File: config.mk
export PLATFORM = sky130hd
export DESIGN_NAME = mem_port_arbiter
export DESIGN_NICKNAME = d
export VERILOG_FILES = /design/src/rtl/mem_port_arbiter.sv
export SDC_FILE = /design/constraint.sdc
export NUM_CORES = 1
export LEC_CHECK = 0
export ABC_AREA = 1
export BUFFER_PORTS_ARGS = -buffer_cell sky130_fd_sc_hd__buf_2
export CORE_MARGIN = 2
export CORE_UTILIZATION = 44
export DETAILED_ROUTE_END_ITERATION = 6
export PLACE_DENSITY = 0.83
export SLEW_MARGIN = 30
export SYNTH_ARGS = -nofsm -noshare
export SYNTH_HDL_FRONTEND = slang
export SYNTH_SLANG_ARGS = --single-unit
File: constraint.sdc
create_clock -name clk -period 1.6 [get_ports clk]
set_input_delay 0.08 -clock clk [delete_from_list [all_inputs] [get_ports clk]]
set_output_delay 0.08 -clock clk [all_outputs]
set_load 0.02 [all_outputs]
File: src/rtl/mem_port_arbiter.sv
// mem_port_arbiter: shares one memory port between fetch and data-stage requesters
module mem_port_arbiter #(
    parameter int TIMEOUT      = 255,
    parameter int STARVE_LIMIT = 4
) (
    input  logic        clk,
    input  logic        rst_n,
    input  logic        IReqF,
    input  logic [31:0] IAddrF,
    output logic [31:0] IRdataF,
    output logic        IValidF,
    input  logic        DReqM,
    input  logic        DWeM,
    input  logic [31:0] DAddrM,
    input  logic [31:0] DWdataM,
    input  logic [3:0]  DBeM,
    output logic [31:0] DRdataM,
    output logic        DValidM,
    output logic        IStall,
    output logic        DStall,
    output logic        MemReq,
    output logic        MemWe,
    output logic [31:0] MemAddr,
    output logic [31:0] MemWdata,
    output logic [3:0]  MemBe,
    input  logic        MemReady,
    input  logic [31:0] MemRdata,
    output logic        BusErr
);
    typedef enum logic [1:0] {IDLE, IBUSY, DBUSY, DONE} state_t;

    localparam int            SW         = $clog2(STARVE_LIMIT + 2);
    localparam logic [SW-1:0] STARVE_MAX = SW'(STARVE_LIMIT);
    localparam logic [15:0]   TMO_LAST   = 16'(TIMEOUT - 1);

    state_t        state_q, state_d;
    logic [SW-1:0] starve_q, starve_d;
    logic [15:0]   tmo_q, tmo_d;
    logic          mem_we_q, mem_we_d;
    logic [31:0]   mem_addr_q, mem_addr_d;
    logic [31:0]   mem_wdata_q, mem_wdata_d;
    logic [3:0]    mem_be_q, mem_be_d;
    logic [31:0]   i_rdata_q, i_rdata_d;
    logic [31:0]   d_rdata_q, d_rdata_d;
    logic          i_valid_q, i_valid_d;
    logic          d_valid_q, d_valid_d;
    logic          bus_err_q, bus_err_d;
    logic          data_win;
    logic          finish;
    logic [31:0]   result;

    // Data wins unless the fetch side has already been passed over STARVE_LIMIT times
    assign data_win = DReqM && (!IReqF || starve_q < STARVE_MAX);
    // A ready response beats the timeout when both land on the same cycle
    assign finish   = MemReady || tmo_q == TMO_LAST;
    assign result   = (MemReady && !mem_we_q) ? MemRdata : 32'h0;

    // Next-state and command/result register computation
    always_comb begin
        state_d     = state_q;
        starve_d    = starve_q;
        tmo_d       = tmo_q;
        mem_we_d    = mem_we_q;
        mem_addr_d  = mem_addr_q;
        mem_wdata_d = mem_wdata_q;
        mem_be_d    = mem_be_q;
        i_rdata_d   = i_rdata_q;
        d_rdata_d   = d_rdata_q;
        i_valid_d   = 1'b0;
        d_valid_d   = 1'b0;
        bus_err_d   = 1'b0;
        case (state_q)
            IDLE: begin
                if (data_win) begin
                    state_d     = DBUSY;
                    tmo_d       = '0;
                    mem_we_d    = DWeM;
                    mem_addr_d  = DAddrM;
                    mem_wdata_d = DWdataM;
                    mem_be_d    = DBeM;
                    starve_d    = IReqF ? starve_q + 1'b1 : starve_q;
                end else if (IReqF) begin
                    state_d     = IBUSY;
                    tmo_d       = '0;
                    mem_we_d    = 1'b0;
                    mem_addr_d  = IAddrF;
                    mem_wdata_d = 32'h0;
                    mem_be_d    = 4'hF;
                    starve_d    = '0;
                end
            end
            IBUSY, DBUSY: begin
                if (finish) begin
                    state_d   = DONE;
                    bus_err_d = !MemReady;
                    i_valid_d = state_q == IBUSY;
                    d_valid_d = state_q == DBUSY;
                    i_rdata_d = (state_q == IBUSY) ? result : i_rdata_q;
                    d_rdata_d = (state_q == DBUSY) ? result : d_rdata_q;
                end else begin
                    tmo_d = tmo_q + 1'b1;
                end
            end
            default: state_d = IDLE;
        endcase
    end

    // State and output registers, cleared immediately by reset
    always_ff @(posedge clk or negedge rst_n) begin
        if (!rst_n) begin
            state_q     <= IDLE;
            starve_q    <= '0;
            tmo_q       <= '0;
            mem_we_q    <= 1'b0;
            mem_addr_q  <= '0;
            mem_wdata_q <= '0;
            mem_be_q    <= '0;
            i_rdata_q   <= '0;
            d_rdata_q   <= '0;
            i_valid_q   <= 1'b0;
            d_valid_q   <= 1'b0;
            bus_err_q   <= 1'b0;
        end else begin
            state_q     <= state_d;
            starve_q    <= starve_d;
            tmo_q       <= tmo_d;
            mem_we_q    <= mem_we_d;
            mem_addr_q  <= mem_addr_d;
            mem_wdata_q <= mem_wdata_d;
            mem_be_q    <= mem_be_d;
            i_rdata_q   <= i_rdata_d;
            d_rdata_q   <= d_rdata_d;
            i_valid_q   <= i_valid_d;
            d_valid_q   <= d_valid_d;
            bus_err_q   <= bus_err_d;
        end
    end

    assign MemReq   = state_q == IBUSY || state_q == DBUSY;
    assign MemWe    = mem_we_q;
    assign MemAddr  = mem_addr_q;
    assign MemWdata = mem_wdata_q;
    assign MemBe    = mem_be_q;
    assign IRdataF  = i_rdata_q;
    assign DRdataM  = d_rdata_q;
    assign IValidF  = i_valid_q;
    assign DValidM  = d_valid_q;
    assign BusErr   = bus_err_q;
    assign IStall   = IReqF & ~IValidF;
    assign DStall   = DReqM & ~DValidM;
endmodule

==> impl_metrics.json, run 1 <==
{
  "status": "finished with violations",
  "violations": "design-rule violations, negative setup slack",
  "nFillCells": 941,
  "p_comb_frac": 0.478,
  "min_period_ns": 1.69,
  "syn_nets": 874,
  "crit_type": "reg -> reg",
  "drv_cap": 0,
  "gp_congestion": 0.919,
  "place_hpwl_mm": 13.4,
  "drt-initial-drc-count": 566,
  "rsz0062_at_grt": "yes",
  "synthCells": 729,
  "fin_nets": 1318,
  "multi_input_area_um2": 2790,
  "power_density_nw_per_um2": 1830,
  "port_buffers": 276,
  "crit_required_ns": 1.91,
  "antenna_left": 0,
  "netlist_area_um2": 6880,
  "switching_share": 0.424,
  "cts_tree": "done",
  "arrival_ns": 2.00,
  "drt-total-wl_mm": 24.3,
  "num_rows": 45,
  "grt_usage": 0.275,
  "critPathLaunchType": "flip-flop",
  "seqCellArea_um2": 3930,
  "ioPinCount": 277,
  "cts.sinks": 157,
  "area_growth_pct": 61.7,
  "synth_seq_cells": 157,
  "timing.rr.start": "tmo_q[0]$_DFFE_PN0P_",
  "post_drt_wl_per_cell_um": 17.4,
  "clock-root-buffer": "clkbuf_16",
  "pwr-share-clk": 0.205,
  "numCtsBuffers": 17,
  "routed-via-count": 7324,
  "timing.fmax_mhz": 592,
  "endpoint": "DRdataM[21]$_DFFE_PN0P_",
  "vias_per_cell": 5.24,
  "die_y_um": 129,
  "grt_pass1_vias": 7238,
  "post-place-ws_ns": -0.0642,
  "p_seq_frac": 0.317,
  "rrSetupSlack_ns": -0.09,
  "hold_slack_ns": 0.0120,
  "switchingPower_w": 0.00862,
  "setup_viol": 37,
  "ys_warn_count": 0,
  "setup.worst_path.start": "tmo_q[0]$_DFFE_PN0P_",
  "drive_gt1_frac": 0.376,
  "die-area_um2": 16600,
  "tns_ns": -1.40,
  "grt_max_degree": 67,
  "grt_pass1_wl_mm": 35.6,
  "worst_r2r_path_depth": 11,
  "cp_max_fo": 5,
  "worstSetupEndpointType": "flip-flop",
  "mostFrequentLayoutCells": "274 x buf_2, 230 x nand2_1, 156 x dfrtp_1, 135 x dlygate4sd3_1, 57 x nor2_1",
  "worstMarginPinSlew_ns": 0.567,
  "ir_drop_v": 0.000960,
  "path_clk_slew_ns": 0.07,
  "fp.dieW_um": 129,
  "firstDrtPassIters": 7,
  "grt_overflow": 0,
  "clk_latency_ns": 0.42,
  "post_synth.cell_area_avg_um2": 9.43,
  "ys_types": 32,
  "post-route-period-util": 1.06,
  "ys_seq_area_frac": 0.571,
  "drc": 3,
  "antennaDiodeCount": 0,
  "mostFrequentLayoutCell": "buf_2",
  "relSlewSlack": 0.622,
  "clk_path_buf_depth": 2,
  "hold_path_class": "in -> reg",
  "static-leakage-power_nw": 5.64,
  "antenna_found_initial": 0,
  "htreeDepth": 4,
  "start_util": 0.451,
  "core_um2": 15300,
  "r2r_end": "DRdataM[21]$_DFFE_PN0P_",
  "intPower_w": 0.0117,
  "setup_ws_ns": -0.0886,
  "final_max_slew_viol_count": 0,
  "finalHoldViolations": 0,
  "skew_ns": 0.0100
}
[worst max-delay path, cell delays in order (launching register included)]
cell and delay [ns]:
dfrtp_1 0.40, inv_2 0.09, ha_4 0.14, nand3_2 0.06, nor2_2 0.12, nand2_2 0.08, nand2_4 0.10, nand3_4 0.12
buf_8 0.18, clkbuf_16 0.16, nand2_1 0.06, o21ai_1 0.06
[state kept, by name (all words and copies together), names as in the netlist]
signal / flops
starve_q: 3
tmo_q: 16
MemWe: 1
IValidF: 1
IRdataF: 32
DRdataM: 32
state_q: 2
MemAddr: 32
MemWdata: 32
BusErr: 1
MemBe: 4
DValidM: 1
[synth_stat cells (all sizes together)]
library cell / n / share of area
nand3: 15 / 0.013
o21bai: 1 / 0.0011
o21ai: 73 / 0.072
xor2: 3 / 0.0038
a31oi: 32 / 0.029
nor3: 2 / 0.0015
nor3b: 1 / 0.0011
a22o: 33 / 0.042
clkbuf: 12 / 0.0065
ha: 7 / 0.013
o31ai: 1 / 0.0011
nand2: 250 / 0.14
nor2: 64 / 0.035
o22ai: 1 / 0.00091
nand4: 8 / 0.0073
a21oi: 3 / 0.0022
o22a: 4 / 0.0051
dfrtp: 157 / 0.57
buf: 27 / 0.032
a32o: 1 / 0.0015
inv: 32 / 0.017
clkinv: 1 / 0.00055
xnor2: 1 / 0.0013
[cell type report]
| cell class | instances | area share |
|---|---|---|
| inverter | 33 | 0.0119 |
| timing repair buffer | 463 | 0.305 |
| multi-input combinational | 501 | 0.251 |
| sequential | 157 | 0.353 |
| clock inverter | 10 | 0.0116 |
| tap | 211 | 0.0237 |
| clock buffer | 22 | 0.0435 |
[worst min path at each step]
stage	from	endpoint	slack, ns	depth (start not counted)
6_report	MemRdata[7]	DRdataM[7]$_DFFE_PN0P_	0.01	3
5_1_grt	MemRdata[7]	DRdataM[7]$_DFFE_PN0P_	0.02	3
4_1_cts	MemRdata[7]	DRdataM[7]$_DFFE_PN0P_	0.007	3
3_5_place_dp	rst_n	IRdataF[2]$_DFFE_PN0P_	0.05	1
3_3_place_gp	rst_n	DRdataM[18]$_DFFE_PN0P_	0.05	1
2_1_floorplan	rst_n	BusErr$_DFF_PN0_	-0.22	0
[per-stage QoR]
step	instance area, µm²	total power (W)	util	std cells
2_1_floorplan	6900	0.0115	-	729
3_3_place_gp	8680	0.0142	0.569	1216
3_5_place_dp	8680	0.0144	0.569	1216
4_1_cts	10900	0.0194	0.714	1393
5_1_grt	11100	0.0213	0.729	1397
6_report	11100	0.0203	0.729	1397
[routing by layer]
metal,up-vias,routed length (µm),track usage
li1,3312,-,-
met2,467,12500,0.497
met1,3455,8940,0.296
met3,90,1820,0.0661
met4,0,1040,0.150
met5,-,0,0
[logic make-up after synthesis]
group	Yosys count	share of synthesized area
DFF	157	0.571
xor gates and xnor gates	4	0.00510
buffers and inverters	72	0.0568
AOI/OAI and AO/OA	149	0.155
adders and majority gates	7	0.0127
and+or+nand+nor	340	0.199
[timing repair]
action | 4_1_cts | 5_1_grt
hold endpoints to repair | 211 | 0
cloned | 4 | 4
hold buffers | 135 | 0
gates resized for setup | 26 | 42
buffers inserted | 6 | 2
endpoints found under the setup margin | 113 | 113
pin swaps | 4 | 4
[power by group through the flow]
stage                     Combinational, W  Clock [W]  Sequential (W)
final                              0.00973    0.00417         0.00644
after global routing                0.0104    0.00439         0.00656
after CTS                          0.00886    0.00420         0.00629
after detailed placement           0.00813          0         0.00630
after global placement             0.00792          0         0.00627
after floorplan                    0.00354          0         0.00800
Power figures use the tool's default switching activity.
==> run 2, diff against run 1 <==
--- a/config.mk
+++ b/config.mk
@@ -7,11 +7,15 @@
 export LEC_CHECK = 0
 export ABC_AREA = 1
 export BUFFER_PORTS_ARGS = -buffer_cell sky130_fd_sc_hd__buf_2
+export CELL_PAD_IN_SITES_DETAIL_PLACEMENT = 2
+export CELL_PAD_IN_SITES_GLOBAL_PLACEMENT = 2
 export CORE_MARGIN = 2
-export CORE_UTILIZATION = 44
+export CORE_UTILIZATION = 25
 export DETAILED_ROUTE_END_ITERATION = 6
-export PLACE_DENSITY = 0.83
+export PLACE_DENSITY = 0.82
+export REMOVE_ABC_BUFFERS = 1
 export SLEW_MARGIN = 30
 export SYNTH_ARGS = -nofsm -noshare
 export SYNTH_HDL_FRONTEND = slang
 export SYNTH_SLANG_ARGS = --single-unit
+export TNS_END_PERCENT = 30
==> run 2 against run 1 <==
  * The flow finishes with violations (negative setup slack)
  * Combinational power rose by 14%
  * Non-clock buffer count rose by 23
  * Power up 6.9%
  * Sequential power is 2% higher
  * Worst hold slack gained 0.13 ns
  * Critical path depth unchanged
  * Design area grew 6.4%
  * Largest cell class unchanged
  * Largest power group unchanged
  * Highest routed layer unchanged
==> impl_metrics.json, run 2 (same netlist as run 1, synthesis figures left out) <==
{
  "grt_pass1_vias": 8635,
  "final_max_slew_viol_count": 0,
  "place_hpwl_mm": 18.4,
  "static-leakage-power_nw": 5.87,
  "timing.fmax_mhz": 583,
  "hold_slack_ns": 0.139,
  "clock-root-buffer": "clkbuf_16",
  "gp_congestion": 0.791,
  "nFillCells": 2843,
  "routed-via-count": 7389,
  "numCtsBuffers": 17,
  "worstMarginPinSlew_ns": 0.387,
  "crit_chain": "inv_2 > ha_4 > nand3_2 > nor2_2 > nand2_2 > nand2_4 > nand3_4 > buf_12 > buf_16 > nand2_1 > o21ai_2",
  "setup_ws_ns": -0.117,
  "finalHoldViolations": 0,
  "multi_input_area_um2": 3010,
  "drive_gt1_frac": 0.435,
  "r2r_end": "IRdataF[2]$_DFFE_PN0P_",
  "mostFrequentLayoutCell": "buf_2",
  "post-route-period-util": 1.07,
  "status": "finished with violations",
  "fin_nets": 1340,
  "grt_overflow": 0,
  "crit_type": "reg -> reg",
  "seqCellArea_um2": 3930,
  "violations": "negative setup slack",
  "cts.sinks": 157,
  "drt-total-wl_mm": 34.3,
  "slowest_stage": "dfrtp_1",
  "ioPinCount": 277,
  "num_rows": 60,
  "vias_per_cell": 4.76,
  "firstDrtPassIters": 4,
  "ir_drop_v": 0.000968,
  "drt-initial-drc-count": 356,
  "crit_buf_inv": 3,
  "mostFrequentLayoutCells": "274 x buf_2, 192 x nand2_1, 154 x dfrtp_1, 136 x dlygate4sd3_1, 54 x nor2_1",
  "grt_max_degree": 54,
  "placed_cells": 1359,
  "skew_ns": 0.0183,
  "htreeDepth": 4,
  "clk_path_buf_depth": 2,
  "arrival_ns": 2.03,
  "rrSetupSlack_ns": -0.12,
  "power_density_nw_per_um2": 1840,
  "min_period_ns": 1.72,
  "core_um2": 27000,
  "worstSetupEndpointType": "flip-flop",
  "power.total_w": 0.0217,
  "die-area_um2": 28800,
  "cts_tree": "done",
  "fp.dieW_um": 170,
  "instances_no_fill": 1551,
  "critPathLaunchType": "flip-flop",
  "cpPeakStageDelay_ns": 0.40,
  "timing.rr.start": "tmo_q[0]$_DFFE_PN0P_",
  "rsz0062_at_grt": "yes",
  "post_drt_wl_per_cell_um": 22.1,
  "path_clk_slew_ns": 0.08,
  "final_util": 0.439,
  "antenna_found_initial": 2,
  "crit_required_ns": 1.92,
  "grt_pass1_wl_mm": 49.7,
  "die_y_um": 170,
  "cp_max_fo": 6,
  "clk_latency_ns": 0.43,
  "cp_top_family": "simple AND/OR/NAND/NOR gates",
  "drc": 0,
  "port_buffers": 276,
  "worst_r2r_path_depth": 11,
  "area_growth_pct": 72.0,
  "start_util": 0.255,
  "hold_path_class": "in -> async",
  "relSlewSlack": 0.742,
  "antenna_left": 0,
  "setup_viol": 77,
  "drv_cap": 0,
  "grt_usage": 0.225
}
==> run 2: changes by cell type in the layout (fill, tap and decap cells not counted), moves of 5 or more <==
cell       delta
buf_12        +5
buf_4         +9
clkbuf_16     +5
nand2_1      -38
nand2_2      +24
nand2_4      +15
o21ai_0       -6
o21ai_1       -6
o21ai_2      +15
==> run 2: worst max-delay path by stage <==
stage	cells past startpoint	slack [ns]	end	start
floorplan	7	-1.04	MemWe$_DFFE_PN0P_	starve_q[2]$_DFFE_PN0P_
global placement	7	-0.07	tmo_q[0]$_DFFE_PN0P_	state_q[1]$_DFFE_PN0P_
detailed placement	7	-0.18	tmo_q[4]$_DFFE_PN0P_	state_q[1]$_DFFE_PN0P_
CTS	11	-0.03	IRdataF[2]$_DFFE_PN0P_	tmo_q[0]$_DFFE_PN0P_
global route	10	-0.20	DRdataM[9]$_DFFE_PN0P_	tmo_q[0]$_DFFE_PN0P_
finish	11	-0.12	IRdataF[2]$_DFFE_PN0P_	tmo_q[0]$_DFFE_PN0P_
==> run 2: power by group <==
group / total (W) / internal, W / switching (W)
sequential: 0.00659 / 0.00547 / 0.00112
clock: 0.00401 / 0.00210 / 0.00191
combinational: 0.0111 / 0.00438 / 0.00676
==> run 2: routing by layer <==
metal | track usage | wire length [µm] | vias to the layer above
met3 | 0.0558 | 1620 | 65
met4 | 0.0788 | 1020 | 0
met1 | 0.246 | 13400 | 3721
met2 | 0.421 | 18200 | 242
met5 | 0 | 0 | -
li1 | - | - | 3361
==> run 2: stage by stage <==
| step | worst slack (ns) | TNS [ns] | area, µm² |
|---|---|---|---|
| after floorplan | -1.04 | -108.16 | 6610 |
| after global placement | -0.0673 | -2.11 | 8940 |
| after detailed placement | -0.176 | -11.84 | 8940 |
| after CTS | -0.0299 | -0.397 | 11300 |
| after global routing | -0.203 | -10.91 | 11800 |
| final | -0.117 | -4.22 | 11800 |
==> run 2: worst register-to-register path: cells and delay by family, from the launching register on <==
kind            cells  cell delay, ns
buf+inv             3            0.42
fa+ha+maj           1            0.14
flops               1            0.40
compound gates      1            0.07
simple gates        6            0.59
==> run 2: layout make-up <==
cell class,count,share of cell area
repair buffers,486,0.317
diodes,2,0.000423
well taps,341,0.0361
clock inverters,13,0.0109
flip-flops and latches,157,0.332
inverters,33,0.0112
multi-input cells,500,0.254
clock buffers,19,0.0374
==> run 2: what timing repair did <==
item	4_1_cts	5_1_grt
pin swaps	5	5
cloned	6	9
buffers inserted	8	0
gates resized for setup	56	99
setup endpoints to repair	150	152
hold endpoints to repair	292	0
hold buffers	136	0
==> run 3, diff against run 2 <==
--- a/config.mk
+++ b/config.mk
@@ -7,12 +7,10 @@
 export LEC_CHECK = 0
 export ABC_AREA = 1
 export BUFFER_PORTS_ARGS = -buffer_cell sky130_fd_sc_hd__buf_2
-export CELL_PAD_IN_SITES_DETAIL_PLACEMENT = 2
-export CELL_PAD_IN_SITES_GLOBAL_PLACEMENT = 2
 export CORE_MARGIN = 2
-export CORE_UTILIZATION = 25
+export CORE_UTILIZATION = 44
 export DETAILED_ROUTE_END_ITERATION = 6
-export PLACE_DENSITY = 0.82
+export PLACE_DENSITY = 0.83
 export REMOVE_ABC_BUFFERS = 1
 export SLEW_MARGIN = 30
 export SYNTH_ARGS = -nofsm -noshare
==> run 3 against run 2 <==
  * The flow finishes with violations (design-rule violations, negative setup slack)
  * Via count shrank 1.7%
  * Die area shrank 42%
  * Sequential power shrank 3.0%
  * First-iteration DRC count grew 41%
  * Global-route usage grew 4.4 points
  * Sequential share of layout area grew 2.0 points
  * Combinational power shrank 14%
  * Non-clock buffer count shrank 13
  * Worst hold slack gained 0.023 ns
==> impl_metrics.json, run 3 (same netlist as run 1, synthesis figures left out) <==
{
  "status": "finished with violations",
  "violations": "design-rule violations, negative setup slack",
  "grt_pass1_wl_mm": 34.8,
  "mostFrequentLayoutCells": "274 x buf_2, 222 x nand2_1, 153 x dfrtp_1, 136 x dlygate4sd3_1, 57 x nor2_1",
  "port_buffers": 276,
  "numCtsBuffers": 17,
  "clk_latency_ns": 0.42,
  "switching_share": 0.422,
  "clk_path_buf_depth": 2,
  "grt_overflow": 0,
  "antenna_left": 0,
  "static-leakage-power_nw": 5.67,
  "htreeDepth": 4,
  "final_max_slew_viol_count": 0,
  "critPathLaunchType": "flip-flop",
  "start_util": 0.451,
  "firstDrtPassIters": 7,
  "routed-via-count": 7267,
  "fp.dieW_um": 129,
  "setup_viol": 22,
  "clock-root-buffer": "clkbuf_16",
  "placed_cells": 1221,
  "grt_usage": 0.269,
  "worstSetupEndpointType": "flip-flop",
  "relSlewSlack": 0.709,
  "mostFrequentLayoutCell": "buf_2",
  "switchingPower_w": 0.00843,
  "path_clk_slew_ns": 0.06,
  "cts_tree": "done",
  "drc": 3,
  "post_drt_wl_per_cell_um": 17.5,
  "pwr-share-clk": 0.200,
  "min_period_ns": 1.65,
  "instances_no_fill": 1406,
  "arrival_ns": 1.94,
  "drt-total-wl_mm": 24.6,
  "post-route-period-util": 1.03,
  "final_util": 0.732,
  "timing.fmax_mhz": 606,
  "worstMarginPinSlew_ns": 0.436,
  "grt_max_degree": 69,
  "vias_per_cell": 5.17,
  "crit_required_ns": 1.89,
  "finalHoldViolations": 0,
  "core_um2": 15300,
  "die-area_um2": 16600,
  "drv_cap": 0,
  "ir_drop_v": 0.00147,
  "post-place-ws_ns": -0.0774,
  "grt_pass1_vias": 6963,
  "skew_ns": 0.0102,
  "intPower_w": 0.0115,
  "rsz0062_at_grt": "yes",
  "area_growth_pct": 62.4,
  "num_rows": 45,
  "fin_nets": 1327,
  "power_density_nw_per_um2": 1790,
  "drive_gt1_frac": 0.387,
  "p_seq_frac": 0.320,
  "setup.worst_path.start": "tmo_q[0]$_DFFE_PN0P_",
  "cts.sinks": 157,
  "crit_type": "reg -> reg",
  "p_comb_frac": 0.479,
  "timing.rr.start": "tmo_q[0]$_DFFE_PN0P_",
  "place_hpwl_mm": 13.3,
  "antenna_found_initial": 1,
  "drt-initial-drc-count": 502,
  "nFillCells": 1017,
  "hold_path_class": "in -> async",
  "setup_ws_ns": -0.0498,
  "cp_max_fo": 6,
  "die_y_um": 129,
  "ioPinCount": 277,
  "gp_congestion": 0.900
}
-- run 3: stage by stage --
stage / instance area [µm²] / TNS (ns) / power, W / hold WS (ns)
floorplan: 6610 / -108.16 / 0.0110 / -0.216
global placement: 8710 / -0.211 / 0.0141 / 0.0256
detailed placement: 8710 / -2.00 / 0.0143 / 0.0271
CTS: 10700 / -0.0170 / 0.0187 / 0.150
global route: 11200 / -3.35 / 0.0210 / 0.186
finish: 11200 / -0.380 / 0.0200 / 0.162
-- run 3: routing by layer --
metal / vias to the layer above / wire length, µm / track usage
met3: 77 / 1980 / 0.0760
met4: 0 / 800 / 0.104
met2: 415 / 12300 / 0.464
met1: 3438 / 9450 / 0.321
li1: 3337 / - / -
met5: - / 0 / 0
-- run 3: repair_timing --
item | 4_1_cts | 5_1_grt
setup buffers | 0 | 6
gates resized for setup | 12 | 52
gates cloned | 0 | 11
setup endpoints to repair | 95 | 115
pin swaps | 0 | 2
endpoints found under the hold margin | 268 | 0
hold buffers | 136 | 0
-- run 3: worst paths after layout --
kind	endpoint	slack, ns	depth (start not counted)
hold / removal	MemWe$_DFFE_PN0P_	0.16	2
hold reg to reg	DRdataM[18]$_DFFE_PN0P_	0.48	2
min in group clk	starve_q[0]$_DFFE_PN0P_	0.19	5
max in group asynchronous	MemBe[0]$_DFFE_PN0P_	0.75	3
setup / recovery	DRdataM[7]$_DFFE_PN0P_	-0.05	11
setup reg to reg	DRdataM[7]$_DFFE_PN0P_	-0.05	11
-- run 3: power groups by stage --
stage               combinational [W]  sequential [W]  clock (W)
global placement              0.00784         0.00624          0
CTS                           0.00839         0.00627    0.00406
floorplan                     0.00303         0.00801          0
global route                   0.0102         0.00652    0.00428
finish                        0.00957         0.00639    0.00400
detailed placement            0.00800         0.00629          0
-- run 3: layout make-up --
| cell class | count | area (µm²) | share of cell area |
|---|---|---|---|
| antenna | 1 | 2.50 | 0.000224 |
| clock buffer | 19 | 443 | 0.0397 |
| clock inverter | 12 | 138 | 0.0123 |
| inverter | 33 | 130 | 0.0117 |
| multi-input combinational | 500 | 2750 | 0.247 |
| sequential | 157 | 3930 | 0.352 |
| tap | 211 | 264 | 0.0236 |
| timing repair buffer | 473 | 3500 | 0.314 |
-- run 3: critical path, stage by stage, from the launching register on --
cell and delay (ns):
dfrtp_1 0.39, inv_2 0.08, ha_4 0.14, nand3_2 0.06, nor2_2 0.10, nand2_2 0.08, nand2_4 0.11, nand3_4 0.11
buf_12 0.17, buf_12 0.14, nand2_2 0.09, o21ai_4 0.07
